**config.mk**
```make
export PLATFORM = sky130hd
export DESIGN_NAME = booth_r4_datapath
export DESIGN_NICKNAME = d
export VERILOG_FILES = /design/src/rtl/booth_r4_datapath.sv
export SDC_FILE = /design/constraint.sdc
export NUM_CORES = 1
export LEC_CHECK = 0
export CAP_MARGIN = 20
export CORE_MARGIN = 2
export CORE_UTILIZATION = 58
export CTS_CLUSTER_DIAMETER = 150
export CTS_CLUSTER_SIZE = 40
export DETAILED_ROUTE_END_ITERATION = 6
export PLACE_DENSITY = 0.82
export SYNTH_ARGS = -nofsm -noshare
export SYNTH_HDL_FRONTEND = slang
export SYNTH_SLANG_ARGS = --single-unit
```
**constraint.sdc**
```tcl
create_clock -name clk -period 9.25 [get_ports clk]
set_input_delay 1.85 -clock clk [delete_from_list [all_inputs] [get_ports clk]]
set_output_delay 1.85 -clock clk [all_outputs]
set_load 0.005 [all_outputs]
```
**src/rtl/booth_r4_datapath.sv**
```systemverilog
// booth_r4_datapath
// Datapath for a signed 8x8 radix-4 Booth multiplier. It obeys the one-hot
// control strobes c0..c7 from the Booth sequencer and returns the recoding
// bits {q1,q0,q} and the is_count_3 flag that the sequencer branches on.
// Operands arrive on inbus (multiplicand, then multiplier). The 16-bit
// product leaves on the registered outbus (high byte, then low byte).
//
// Optional feature: define BOOTH_DP_PROTOCOL_CHK_EN to add a sticky err
// output that flags illegal strobe combinations. With the macro undefined
// there is no err port and no check logic.

module booth_r4_datapath (
    input  logic       clk,
    input  logic       rst,
    input  logic [7:0] inbus,
    input  logic       c0,
    input  logic       c1,
    input  logic       c2,
    input  logic       c3,
    input  logic       c4,
    input  logic       c5,
    input  logic       c6,
    input  logic       c7,
`ifdef BOOTH_DP_PROTOCOL_CHK_EN
    output logic       err,
`endif
    output logic [7:0] outbus,
    output logic       q1,
    output logic       q0,
    output logic       q,
    output logic       is_count_3
);

    // Architectural registers
    logic [7:0] m_reg;    // multiplicand, signed
    logic [9:0] a_reg;    // accumulator, 2 guard bits so +/-2M never overflows
    logic [7:0] q_reg;    // multiplier, becomes the product low byte
    logic       qm1_reg;  // q(-1)
    logic [1:0] cnt;      // iteration counter, wraps 3 -> 0

    // Combinational next values
    logic [9:0] op;       // sign-extended M or 2M
    logic [9:0] a_add;    // accumulator after the optional add/subtract
    logic [9:0] a_shf;    // a_add arithmetically shifted right by 2
    logic [7:0] q_shf;    // Q with the two bits leaving A shifted in

    // Operand select, add/subtract, then shift; c2 with c5 shifts the post-add value
    // NOTE: every always_comb output is assigned on every path, so no latch is inferred.
    always_comb begin
        op    = c3 ? {m_reg[7], m_reg, 1'b0} : {{2{m_reg[7]}}, m_reg};
        a_add = a_reg;
        if (c2) begin
            a_add = c4 ? (a_reg - op) : (a_reg + op);
        end
        a_shf = {{2{a_add[9]}}, a_add[9:2]};
        q_shf = {a_add[1:0], q_reg[7:2]};
    end

    // Register update; loads (c0/c1) take priority over add/shift on what they write
    // NOTE: sequential state uses non-blocking assignments so every register samples pre-edge values.
    always_ff @(posedge clk or posedge rst) begin
        if (rst) begin
            m_reg   <= 8'h00;
            a_reg   <= 10'h000;
            q_reg   <= 8'h00;
            qm1_reg <= 1'b0;
            cnt     <= 2'd0;
        end else begin
            if (c0) begin
                m_reg <= inbus;
                a_reg <= 10'h000;
            end else if (c5) begin
                a_reg <= a_shf;
            end else if (c2) begin
                a_reg <= a_add;
            end

            if (c1) begin
                q_reg   <= inbus;
                qm1_reg <= 1'b0;
                cnt     <= 2'd0;
            end else if (c5) begin
                q_reg   <= q_shf;
                qm1_reg <= q_reg[1];
                cnt     <= cnt + 2'd1;
            end
        end
    end

    // Registered output bus; c7 wins over c6, otherwise it holds
    always_ff @(posedge clk or posedge rst) begin
        if (rst) begin
            outbus <= 8'h00;
        end else if (c7) begin
            outbus <= q_reg;
        end else if (c6) begin
            outbus <= a_reg[7:0];
        end
    end

    assign q1         = q_reg[1];
    assign q0         = q_reg[0];
    assign q          = qm1_reg;
    assign is_count_3 = (cnt == 2'd3);

`ifdef BOOTH_DP_PROTOCOL_CHK_EN
    logic [2:0] n_active;    // number of active strobe groups this cycle
    logic       wrap_seen;   // the 4th shift happened and no reload yet
    logic       violation;

    // Detect illegal strobe combinations in the current cycle
    always_comb begin
        n_active  = {2'b00, c0 | c1} + {2'b00, c2} + {2'b00, c5}
                  + {2'b00, c6} + {2'b00, c7};
        violation = (n_active > 3'd1)
                  | ((c3 | c4) & ~c2)
                  | (c5 & wrap_seen);
    end

    // Arm on the wrapping shift, disarm on reload; err is sticky until rst
    always_ff @(posedge clk or posedge rst) begin
        if (rst) begin
            wrap_seen <= 1'b0;
            err       <= 1'b0;
        end else begin
            if (c1) begin
                wrap_seen <= 1'b0;
            end else if (c5 && (cnt == 2'd3)) begin
                wrap_seen <= 1'b1;
            end
            err <= err | violation;
        end
    end
`endif

endmodule

```
==> results of run 1 <==
==> cell usage after synthesis (2+ instances only) <==
library cell,count
dfrtp_1,37
o31ai_1,2
nand2_1,27
a21oi_1,18
mux2i_1,25
o21ai_1,5
and2_1,3
buf_1,3
o21a_1,4
nor2_1,18
nor3b_1,2
buf_2,2
ha_1,11
clkbuf_1,7
nor3_2,2
a211oi_2,2
xnor2_1,7
o21ai_0,25
buf_6,2
o21bai_1,2
nor4_1,2
nor2b_1,5
clkbuf_8,3
a211oi_1,5
nand4b_1,2
xor2_1,6
mux2_2,7
mux4_2,2
inv_1,11
nand3_1,4
o211ai_1,2
==> cell type report <==
class / count / area [um2] / share of cell area [%]
multi-input cells: 213 / 1580 / 52.4
flip-flops and latches: 37 / 926 / 30.8
repair buffers: 31 / 305 / 10.2
clock buffers: 5 / 68.8 / 2.29
well taps: 52 / 65.1 / 2.16
inverters: 12 / 45.0 / 1.50
clock inverters: 3 / 21.3 / 0.707
==> worst max-delay path: stages <==
cell,delay (ns)
clkdlybuf4s50_1,0.94
mux2i_1,0.32
ha_1,0.21
nor2b_1,0.22
nand4b_1,0.18
o21bai_1,0.19
xor2_1,0.16
nand2_1,0.06
o21ai_1,0.11
ha_1,0.33
a21oi_1,0.18
a21oi_1,0.09
a211oi_1,0.38
o211a_1,0.32
nor3_2,0.06
mux2_4,0.30
==> per-layer routing <==
layer,share of wire [%],up-vias,wire length (um)
li1,-,1047,-
met1,45,1007,2510
met2,49,48,2720
met3,4.4,9,242
met4,1.2,0,64
met5,0,-,0
==> power by group through the flow <==
stage | sequential [W] | clock [W] | combinational [W]
after floorplan | 0.000205 | 0 | 0.000167
after global placement | 0.000214 | 0 | 0.000208
after detailed placement | 0.000214 | 0 | 0.000217
after CTS | 0.000211 | 0.000116 | 0.000218
after global routing | 0.000215 | 0.000123 | 0.000242
final | 0.000211 | 0.000116 | 0.000218
==> kinds of logic (layout without fill, tap and decap cells) <==
group	after synthesis	count (layout)	share of synthesized area, %
buf+inv	29	51	5.89
xor+xnor	13	13	4.28
simple gates	75	75	14.5
mux	35	35	14.6
flops	37	37	34.8
fa+ha+maj	12	12	5.93
compound gates	78	78	19.9
==> path summary, 6_finish.rpt <==
check                                           from                     to  slack, ns  depth (start not counted)
worst max-delay path                              c3   a_reg[9]$_DFFE_PP0P_       3.53                         16
worst min-delay path            q_reg[0]$_DFFE_PP0P_  outbus[0]$_DFFE_PP0P_       0.52                          2
worst max register to register  m_reg[1]$_DFFE_PP0P_   a_reg[9]$_DFFE_PP0P_       5.70                         15
worst min register to register  q_reg[0]$_DFFE_PP0P_  outbus[0]$_DFFE_PP0P_       0.52                          2
max in group asynchronous                        rst   a_reg[7]$_DFFE_PP0P_       6.98                          3
min in group asynchronous                        rst          q$_DFFE_PP0P_       1.95                          3
==> metrics by stage <==
| step | setup WS (ns) | std cells |
|---|---|---|
| 2_1_floorplan | 4.23 | 279 |
| 3_3_place_gp | 3.39 | 345 |
| 6_report | 3.53 | 353 |
| 5_1_grt | 3.08 | 353 |
| 3_5_place_dp | 3.23 | 345 |
| 4_1_cts | 3.52 | 353 |
==> key figures, run 1 <==
CTS
  • Post-CTS setup repair buffer count: 0
  • Htree depth: 2
  • Worst-path clk slew: 0.08 ns
  • TritonCTS clock tree: done
  • # resized after CTS: 0
  • Num CTS Buffers: 5
  • CTS root buffer: clkbuf_8
  • Clock latency on the worst-skew pair: 0.30 ns
  • Longest Clk Path Bufs: 2
  • Sink Count: 37
  • Hold-fix buffers at CTS: 0

Logic synthesis
  • Netlist cell types: 57
  • Mapped Cells: 279
  • Seq/Total Area, Yosys: 34.8%
  • Synth area leader: dfrtp_1
  • Ys async rst share: 100%
  • Post-synth EDFFs: 0
  • Synthesized Nets: 309
  • Ys flop type: dfrtp_1
  • Synthesized area: 2660 um2
  • Synth top area share: 34.8%
  • Synth top area cells: dfrtp_1 (35%), mux2i_1 (9.4%), ha_1 (5.2%)
  • Flops & latches, synth: 37
  • Synth warnings: 0
  • Mean area per synthesized cell: 9.53 um2

Global route
  • Largest net degree at the start of global routing: 38
  • Total Routing Usage GR: 23.2%
  • Vias in the first global route: 2003
  • Grt total ovfl: 0
  • GRT Max-Usage Layer: met2
  • Met2 Use GR: 36.6%
  • Met3 Resource Use GR: 4.64%
  • Met1 Usage GRT: 31.9%
  • First-pass GRT wire length: 9390 um
  • Initial antenna violation count: 0

Layout
  • Commonest non-fill, non-tap cells in the layout: dfrtp_1 (37), clkdlybuf4s50_1 (29), nand2_1 (27)
  • ANT cells: 0
  • Layout cells sized above 1: 9.97%
  • Most common cell after layout, fill and taps aside: dfrtp_1
  • Final non-filler cell area: 3010 um2
  • Utilization after layout: 68.6%
  • Max reg flops: 10
  • Fillers: 342
  • Area grow syn2layout: 13.1%
  • Nets@finish: 330

Placed design
  • RD Place Congestion: 0.942
  • Area after DPL: 2920 um2
  • Buffers on Ports: 29
  • DP HPWL: 4190 um

Critical path
  • CP Capture Type: flip-flop
  • CP Max Fanout: 18
  • Arr. time, crit path: 5.91 ns
  • Worst Setup Path Type: in2reg
  • CP Data Required Time: 9.43 ns
  • Worst setup SP type: primary input

Floorplanning
  • Core footprint: 4380 um2
  • Die W: 71.7 um
  • Die Ht: 71.7 um
  • Die area: 5140 um2
  • Row Count: 24
  • Starting Density: 60.6%
  • Ports: 30

Timing
  • Setup violators final: 0
  • Relative slew margins: 51.1%
  • Measured slew at the worst slew-check pin: 0.732 ns
  • RSZ-0062 raised after global routing: false
  • Fmax: 175 MHz
  • Final setup skew: 0.00677 ns
  • Final max-slew violation count: 0
  • Fin crit share: 61.9%
  • Fin. Hold Viols: 0
  • Hold slack: 0.522 ns
  • Final Critical Period: 5.72 ns
  • Setup TNS: 0 ns

Detailed routing
  • Pre-antenna DRT Iters: 4
  • Vias/cell: 5.98
  • WL final: 5540 um
  • Drt wl/cell: 15.7 um
  • DRC violations left: 0
  • Routed via count: 2111
  • Initial DRC count: 149
  • Routed Antenna Nets: 0

Power
  • Pwr Density: 181 nW/um2
  • Psw: 0.000200 W
  • Max VDD drop: 0.143 mV
  • Switching Fraction: 36.7%
  • Total power: 0.000545 W
  • Gate power share: 40.0%
  • Internal power: 0.000345 W
  • Seq pwr share: 38.8%
  • Clock share of power: 21.3%
  • Leak: 1.33 nW

Worst hold path
  • Hold Crit Class: reg2reg

Outcome
  • Status: finished clean

Run
  • Max-cap viol count: 0
Note: power is estimated with default switching activity, not from simulation.
==> run 2: changes to the inputs <==
- CORE_UTILIZATION: 58 -> 51
- PLACE_DENSITY: 0.82 -> 0.76
- clock period: 9.25 -> 5.2 ns (I/O delays scaled with it)
==> key figures, run 2 (synthesized netlist as in run 1, its figures left out) <==
Outcome
  • Status: finished clean (unchanged)

Timing
  • Fmax: 223 MHz
  • Setup TNS: 0 ns (unchanged)
  • Hold slack: 0.524 ns (was 0.522 ns)
  • RSZ-0062 raised after global routing: false (unchanged)
  • Setup violators final: 0 (unchanged)
  • Final Critical Period: 4.48 ns
  • Worst setup margin: 0.722 ns (was 3.53 ns)
  • Fin crit share: 86.1%
  • Fin. Hold Viols: 0 (unchanged)
  • Final max-slew violation count: 0 (unchanged)
  • Measured slew at the worst slew-check pin: 0.732 ns (about the same)
  • Final setup skew: 0.00907 ns (was 0.00677 ns)
  • Relative slew margins: 51.0% (was 51.1%)

CTS
  • Sink Count: 37 (unchanged)
  • Num CTS Buffers: 5 (unchanged)
  • Hold-fix buffers at CTS: 0 (unchanged)
  • Clock latency on the worst-skew pair: 0.30 ns (about the same)
  • Worst-path clk slew: 0.08 ns (about the same)
  • TritonCTS clock tree: done (unchanged)
  • Longest Clk Path Bufs: 2 (unchanged)
  • CTS root buffer: clkbuf_8 (unchanged)
  • Htree depth: 2 (unchanged)
  • # resized after CTS: 0 (unchanged)
  • Post-CTS setup repair buffer count: 0 (unchanged)

Power
  • Total power: 0.000973 W (was 0.000545 W)
  • Pwr Density: 320 nW/um2 (was 181 nW/um2)
  • Max VDD drop: 0.188 mV (was 0.143 mV)
  • Leak: 1.33 nW (about the same)

Global route
  • Total Routing Usage GR: 20.7% (was 23.2%)
  • Vias in the first global route: 1978 (was 2003)
  • Grt total ovfl: 0 (unchanged)
  • Initial antenna violation count: 0 (unchanged)
  • First-pass GRT wire length: 9630 um (was 9390 um)
  • Largest net degree at the start of global routing: 38 (unchanged)

Detailed routing
  • Drt wl/cell: 15.2 um (was 15.7 um)
  • Routed via count: 2084 (was 2111)
  • Pre-antenna DRT Iters: 4 (unchanged)
  • DRC violations left: 0 (unchanged)
  • WL final: 5640 um (was 5540 um)
  • Initial DRC count: 159 (was 149)
  • Vias/cell: 5.60 (was 5.98)
  • Routed Antenna Nets: 0 (unchanged)

Placed design
  • DP HPWL: 4290 um (was 4190 um)
  • RD Place Congestion: 0.913 (was 0.942)
  • Placed insts: 364 (was 345)
  • Buffers on Ports: 29 (unchanged)
  • Post-Place Worst Slack: 0.403 ns (was 3.23 ns)

Layout
  • Nets@finish: 331 (was 330)
  • Most common cell after layout, fill and taps aside: dfrtp_1 (unchanged)
  • Layout cells sized above 1: 10.3% (was 9.97%)
  • Fin cells: 372 (was 353)
  • Fillers: 460 (was 342)
  • Area grow syn2layout: 14.3% (was 13.1%)
  • Max reg flops: 10 (unchanged)
  • Commonest non-fill, non-tap cells in the layout: dfrtp_1 (37), clkdlybuf4s50_1 (29), nand2_1 (27) (unchanged)
  • ANT cells: 0 (unchanged)

Floorplanning
  • Row Count: 26 (was 24)
  • Core footprint: 5070 um2 (was 4380 um2)
  • Die Ht: 76.2 um (was 71.7 um)
  • Die area: 5800 um2 (was 5140 um2)
  • Die W: 76.2 um (was 71.7 um)
  • Ports: 30 (unchanged)
  • Starting Density: 52.4% (was 60.6%)

Critical path
  • Worst setup SP type: primary input (unchanged)
  • Worst r2r src: m_reg[2]$_DFFE_PP0P_ (was m_reg[1]$_DFFE_PP0P_)
  • CP Max Fanout: 8 (was 18)
  • Arr. time, crit path: 4.67 ns (was 5.91 ns)
  • CP Capture Type: flip-flop (unchanged)
  • Critical path startpoint: c3 (unchanged)
  • Worst Setup Path Type: in2reg (unchanged)
  • CP Data Required Time: 5.39 ns (was 9.43 ns)

Worst hold path
  • HP Start: q_reg[2]$_DFFE_PP0P_ (was q_reg[0]$_DFFE_PP0P_)
  • Hold Crit Class: reg2reg (unchanged)

Run
  • Max-cap viol count: 0 (unchanged)
## run 2: cell count changes in the layout (fill, tap and decap cells not counted), sizes merged
cell and delta:
clkinvlp -1, inv -1, buf +1, clkinv +2
## run 2: critical path, stage by stage
cell and delay (ns):
clkdlybuf4s50_1 0.63, mux2i_1 0.28, ha_1 0.19, nor2b_1 0.20, nand4b_1 0.18, o21bai_1 0.19
xor2_1 0.15, nand2_1 0.07, o21ai_1 0.08, ha_1 0.32, a21oi_1 0.17, a21oi_1 0.08
a211oi_1 0.40, o211a_1 0.33, nor3_2 0.06, mux2_4 0.29
## run 2: path summary, 6_finish.rpt
kind                       slack [ns]  cells after the start               endpoint
max in group asynchronous        3.73                      3   m_reg[5]$_DFFE_PP0P_
min in group asynchronous        1.14                      3     cnt[1]$_DFFE_PP0P_
setup / recovery                 0.72                     16   a_reg[9]$_DFFE_PP0P_
hold reg to reg                  0.52                      2  outbus[2]$_DFFE_PP0P_
setup reg to reg                 1.72                     13   a_reg[9]$_DFFE_PP0P_
hold / removal                   0.52                      2  outbus[2]$_DFFE_PP0P_
## run 2: power by group
group	internal, W	switching [W]	total [W]
clock network	0.0000951	0.000116	0.000211
registers	0.000328	0.0000470	0.000375
logic	0.000192	0.000196	0.000388
## run 2: final cells by class
cell class                 instances  area, um2  share of cell area [%]
timing repair buffer              32        313                    10.3
sequential                        37        926                    30.5
tap                               70       87.6                    2.88
inverter                          12       45.0                    1.48
clock inverter                     3       22.5                   0.741
multi-input combinational        213       1580                    51.9
clock buffer                       5       68.8                    2.27
## run 2: metal layers
metal	part of all wire, %	GRT usage (%)
met1	49	28.7
met2	47	32.7
met3	3.2	4.98
met4	1.4	5.27
met5	0	0
## run 2: per-stage QoR
step / instance area (um2) / utilization, %
2_1_floorplan: 2660 / -
3_3_place_gp: 2950 / 58.1
3_5_place_dp: 2950 / 58.1
4_1_cts: 3040 / 59.9
5_1_grt: 3040 / 59.9
6_report: 3040 / 59.9
==> RTL change 1, RTL diff (flow settings as in run 2) <==
Add a define of `BOOTH_DP_PROTOCOL_CHK_EN`.
--- a/src/rtl/booth_r4_datapath.sv
+++ b/src/rtl/booth_r4_datapath.sv
@@ -8,6 +8,8 @@
 // Optional feature: define BOOTH_DP_PROTOCOL_CHK_EN to add a sticky err
 // output that flags illegal strobe combinations. With the macro undefined
 // there is no err port and no check logic.
+
+`define BOOTH_DP_PROTOCOL_CHK_EN
 
 module booth_r4_datapath (
     input  logic       clk,
Behaviour (old outputs only; new: err): unchanged (Yosys induction, for registers that start in step).
==> RTL change 1 against run 2 <==
  * First-iteration DRC count fell by 0.63%
  * Wire length rose by 11%
  * Via count rose by 8.6%
  * Sequential cell count rose by 2
  * Largest power group unchanged
  * Die area rose by 0.93%
  * Synthesized area rose by 0.99%
  * Cell count rose by 6.5%
  * Maximum frequency fell by 2.0%
  * Global-route usage rose by 2.3 points
  * Setup slack got worse by 0.093 ns
  * Final area rose by 3.1%
  * Power rose by 2.9%
  * Sequential share of layout area rose by 0.67 points
==> RTL change 1: results (changes against run 2) <==
<table>
<tr><th>Metric</th><th>Value</th></tr>
<tr><th colspan="2">Outcome</th></tr>
<tr><td>Status</td><td>complete, no violations</td></tr>
<tr><th colspan="2">Synthesis</th></tr>
<tr><td>Post-Syn Nets</td><td>333 (+7.8%)</td></tr>
<tr><td>Largest cells by area after synthesis</td><td>dfrtp_1 36%, mux2i_1 10%, o21ai_0 6.2%</td></tr>
<tr><td>Seq/Total Area, Yosys</td><td>0.364 (+0.0152)</td></tr>
<tr><th colspan="2">STA</th></tr>
<tr><td>Worst-case headroom to the max-slew limit</td><td>0.581 (+0.0706)</td></tr>
<tr><th colspan="2">Finish</th></tr>
<tr><td>Number of filler instances in the final layout</td><td>459 (-0.22%)</td></tr>
<tr><td>Share of layout cells above drive strength 1</td><td>0.0736 (-0.0290)</td></tr>
<tr><td>Final layout net count</td><td>358 (+8.2%)</td></tr>
<tr><td>Signal inverters</td><td>15 (+3)</td></tr>
<tr><td>Area of combinational cells with multiple inputs</td><td>1580 um2 (+0.16%)</td></tr>
<tr><td>Multi-input comb cells</td><td>228 (+7.0%)</td></tr>
<tr><td>Signal buffers share of area</td><td>0.113 (+0.00965)</td></tr>
<tr><td>Final clock-cell share</td><td>0.0264 (-0.00371)</td></tr>
<tr><th colspan="2">Global routing</th></tr>
<tr><td>Overall routing resource usage</td><td>0.230 (+0.0234)</td></tr>
<tr><td>Pin count of the biggest net entering global routing</td><td>40 (+5.3%)</td></tr>
<tr><td>Met2 global-route usage</td><td>0.373 (+0.0458)</td></tr>
<tr><th colspan="2">Worst setup path</th></tr>
<tr><td>Reg2reg start</td><td>m_reg[1]</td></tr>
<tr><td>Highest net fanout along the worst path</td><td>5 (-3)</td></tr>
<tr><td>Reg2reg setup slack</td><td>1.43 ns (-0.29 ns)</td></tr>
<tr><th colspan="2">Place</th></tr>
<tr><td>Detailed placement HPWL</td><td>4630 um (+7.9%)</td></tr>
<tr><td>Standard cell area after detailed placement</td><td>3050 um2 (+3.5%)</td></tr>
<tr><td>Pre-CTS setup slack</td><td>0.354 ns (-0.0489 ns)</td></tr>
<tr><td>Port Buffers</td><td>30 (+3.4%)</td></tr>
<tr><th colspan="2">Route</th></tr>
<tr><td>Iteration-0 DRC Markers</td><td>158 (-0.63%)</td></tr>
<tr><td>WL/cell</td><td>15.8 um (+4.2%)</td></tr>
<tr><td>Wire length on met3</td><td>311 um (+74%)</td></tr>
<tr><th colspan="2">Floorplan</th></tr>
<tr><td>CORE AREA</td><td>5110 um2 (+0.64%)</td></tr>
<tr><th colspan="2">Power and ir drop</th></tr>
<tr><td>Static power due to leakage</td><td>1.39 nW (+4.3%)</td></tr>
<tr><td>Max IR drop VDD</td><td>0.157 mV (-17%)</td></tr>
</table>
-- RTL change 1: changes by cell type after synthesis, sizes merged, moves of 3 or more --
cell | run 2 | this run
nor2 | 18 | 25
a211oi | 8 | 4
a21oi | 18 | 14
a31oi | 1 | 5
mux2 | 8 | 4
nor3 | 3 | 7
a21o | 1 | 4
clkbuf | 10 | 13
inv | 11 | 14
o21ai | 30 | 33
-- RTL change 1: critical path, stage by stage --
cell and delay [ns]:
clkdlybuf4s50_1 0.53, mux2i_1 0.25, ha_1 0.20, nand2b_1 0.09
a2111oi_0 0.36, buf_4 0.19, a21oi_1 0.07, xnor2_1 0.13
o21ai_0 0.20, ha_1 0.31, and3_1 0.19, o311a_1 0.12
or4b_4 0.57, a2111o_1 0.46, nand3_1 0.09
-- RTL change 1: report_power, final --
group          leakage (nW)  switching (W)  internal [W]
clock network        0.0440       0.000113     0.0000918
registers             0.488      0.0000483      0.000346
logic                 0.859       0.000208      0.000195
-- RTL change 1: worst min path at each step --
stage               startpoint   endpoint  slack, ns  cells past startpoint
floorplan            wrap_seen  wrap_seen       0.46                      2
global placement     wrap_seen  wrap_seen       0.49                      2
detailed placement   wrap_seen  wrap_seen       0.50                      2
CTS                  wrap_seen  wrap_seen       0.53                      2
global route         wrap_seen  wrap_seen       0.55                      2
finish                     err        err       0.52                      2
-- RTL change 1: logic make-up after synthesis --
group	after synthesis	share of synthesized area
AOI/OAI and AO/OA	83	0.193
xor gates and xnor gates	12	0.0392
adders and majority gates	14	0.0709
buffers and inverters	34	0.0485
DFF	39	0.364
muxes	32	0.126
and+or+nand+nor	87	0.159
==> RTL change 2, RTL diff (config.mk and constraints of run 2) <==
Without the edit above. Register the outputs `q1`, `q0` and `is_count_3`, cleared by the reset; this adds one clock of latency there. The other outputs are not delayed to match.
--- a/src/rtl/booth_r4_datapath.sv
+++ b/src/rtl/booth_r4_datapath.sv
@@ -98,10 +98,18 @@
         end
     end
 
-    assign q1         = q_reg[1];
-    assign q0         = q_reg[0];
     assign q          = qm1_reg;
-    assign is_count_3 = (cnt == 2'd3);
+    always_ff @(posedge clk or posedge rst) begin
+        if (rst) begin
+            q1         <= '0;
+            q0         <= '0;
+            is_count_3 <= '0;
+        end else begin
+            q1         <= q_reg[1];
+            q0         <= q_reg[0];
+            is_count_3 <= (cnt == 2'd3);
+        end
+    end
 
 `ifdef BOOTH_DP_PROTOCOL_CHK_EN
     logic [2:0] n_active;    // number of active strobe groups this cycle
Check against the original RTL: not equivalent (a bounded check fails within 4 cycles, from zero or initial values and one cycle with rst high).
==> RTL change 2 against run 2 <==
  * Maximum frequency increased by 0.68%
  * Worst hold slack got worse by 0.092 ns
  * Final area decreased by 0.82%
  * Via count increased by 3.3%
  * Synthesized area decreased by 3.6%
  * Setup slack improved by 0.030 ns
  * Utilization increased by 3.1 points
  * Wire length increased by 1.4%
  * Power increased by 2.1%
  * Non-clock buffer count unchanged
  * Sequential cell count increased by 3
  * Critical endpoint is now a_reg[8]
==> RTL change 2: results (changes against run 2) <==
<table>
<tr><th>Metric</th><th>Value</th></tr>
<tr><th colspan="2">Outcome</th></tr>
<tr><td>Status</td><td>complete, no violations</td></tr>
<tr><th colspan="2">STA</th></tr>
<tr><td>Clock Skew</td><td>0.00817 ns (-0.000906 ns)</td></tr>
<tr><td>Actual transition at the worst max-transition pin</td><td>0.816 ns (+0.0838 ns)</td></tr>
<tr><th colspan="2">Finish</th></tr>
<tr><td>Number of filler instances in the final layout</td><td>413 (-10%)</td></tr>
<tr><td>Final layout net count</td><td>334 (+0.91%)</td></tr>
<tr><td>Share of layout cells above drive strength 1</td><td>0.0689 (-0.0338)</td></tr>
<tr><th colspan="2">Synthesis</th></tr>
<tr><td>Prevailing post-synth register cell</td><td>dfrtp_1</td></tr>
<tr><td>Share of async-settable or async-resettable flops after synthesis</td><td>1.00 (unchanged)</td></tr>
<tr><td>Post-Syn Nets</td><td>311 (+0.65%)</td></tr>
<tr><td>Unique cell type count in the Yosys netlist</td><td>42 (-26%)</td></tr>
<tr><td>Seq/Total Area, Yosys</td><td>0.391 (+0.0424)</td></tr>
<tr><td>Synth top cells by count</td><td>40 x dfrtp_1, 34 x o21ai_0, 28 x nand2_1</td></tr>
<tr><td>Largest cells by area after synthesis</td><td>dfrtp_1 39%, mux2i_1 9.0%, o21ai_0 6.6%</td></tr>
<tr><th colspan="2">Power and ir drop</th></tr>
<tr><td>Static power due to leakage</td><td>1.32 nW (-1.0%)</td></tr>
<tr><td>Max IR drop VDD</td><td>0.269 mV (+43%)</td></tr>
<tr><th colspan="2">Global routing</th></tr>
<tr><td>Vias in the first global route</td><td>2038 (+3.0%)</td></tr>
<tr><td>Wire length of the first global-routing pass</td><td>9780 um (+1.7%)</td></tr>
<tr><td>Pin count of the biggest net entering global routing</td><td>41 (+7.9%)</td></tr>
<tr><td>Overall routing resource usage</td><td>0.227 (+0.0200)</td></tr>
<tr><th colspan="2">Place</th></tr>
<tr><td>Standard cell area after detailed placement</td><td>2900 um2 (-1.7%)</td></tr>
<tr><td>Final weighted congestion in routability-driven placement</td><td>0.935 (+2.4%)</td></tr>
<tr><td>Detailed placement HPWL</td><td>4280 um (-0.21%)</td></tr>
<tr><td>Pre-CTS setup slack</td><td>0.468 ns (+0.0648 ns)</td></tr>
<tr><th colspan="2">Route</th></tr>
<tr><td>Total wire length</td><td>5720 um (+1.4%)</td></tr>
<tr><td>Total number of vias</td><td>2152 (+3.3%)</td></tr>
<tr><td>Iteration-0 DRC Markers</td><td>143 (-10%)</td></tr>
<tr><th colspan="2">Worst setup path</th></tr>
<tr><td>Highest net fanout along the worst path</td><td>6 (-2)</td></tr>
<tr><td>Data arrival, critical path</td><td>4.66 ns (about the same)</td></tr>
<tr><th colspan="2">Clocking</th></tr>
<tr><td>CTS max path bufs</td><td>2 (unchanged)</td></tr>
</table>
RTL change 2: cell types whose count changed after synthesis, sizes merged, moves of 3 or more:
cell and change:
buf -4, o21ai +4, a21oi +3, and2 -3, and3 +3, clkbuf +3
dfrtp +3, mux2 -3
RTL change 2: stage by stage:
step	power, W	instances	utilization	hold slack [ns]
floorplan	0.000631	281	-	0.373
global placement	0.000722	364	0.605	0.406
detailed placement	0.000733	364	0.605	0.411
CTS	0.000993	372	0.630	0.431
global route	0.00106	372	0.630	0.456
finish	0.000993	372	0.630	0.431
RTL change 2: layer usage:
layer,track usage,share of wire
met1,0.318,0.45
met2,0.372,0.49
met3,0.0375,0.051
met4,0.0476,0.010
met5,0,0
RTL change 2: critical path: stages:
cell	delay [ns]
clkdlybuf4s50_1	0.51
mux2i_1	0.26
ha_1	0.20
nor2b_1	0.20
nand4_1	0.15
a2111oi_0	0.40
nor2_1	0.10
xnor2_1	0.15
ha_1	0.33
nand2_1	0.10
a21oi_1	0.04
a211oi_1	0.31
a21oi_1	0.21
or4_1	0.49
a31oi_1	0.17
RTL change 2: kinds of logic after synthesis:
logic type,after synthesis,share of synthesized area
DFF,40,0.391
muxes,29,0.121
AOI/OAI and AO/OA,87,0.205
and+or+nand+nor,73,0.138
xor gates and xnor gates,13,0.0445
adders and majority gates,12,0.0616
buffers and inverters,27,0.0396
RTL change 2: where the power goes:
group          total [W]  internal, W  switching (W)
clock network   0.000263     0.000145       0.000118
logic           0.000338     0.000165       0.000173
registers       0.000392     0.000350      0.0000426
RTL change 2: worst paths after layout:
| check | start | to | cells after the start | slack [ns] |
|---|---|---|---|---|
| hold reg to reg | q_reg[0] | q0 | 0 | 0.43 |
| min in group asynchronous | rst | a_reg[5] | 3 | 1.17 |
| hold / removal | q_reg[0] | q0 | 0 | 0.43 |
| setup / recovery | c3 | a_reg[8] | 15 | 0.75 |
| max in group asynchronous | rst | q_reg[5] | 3 | 3.68 |
| setup reg to reg | m_reg[0] | a_reg[8] | 14 | 1.63 |
RTL change 2: layout make-up:
cell class / instances / share of cell area
Clock buffer: 5 / 0.0228
Clock inverter: 3 / 0.0154
Inverter: 11 / 0.0137
Multi-Input combinational cell: 214 / 0.484
Sequential cell: 40 / 0.332
Tap cell: 67 / 0.0278
Timing Repair Buffer: 32 / 0.104
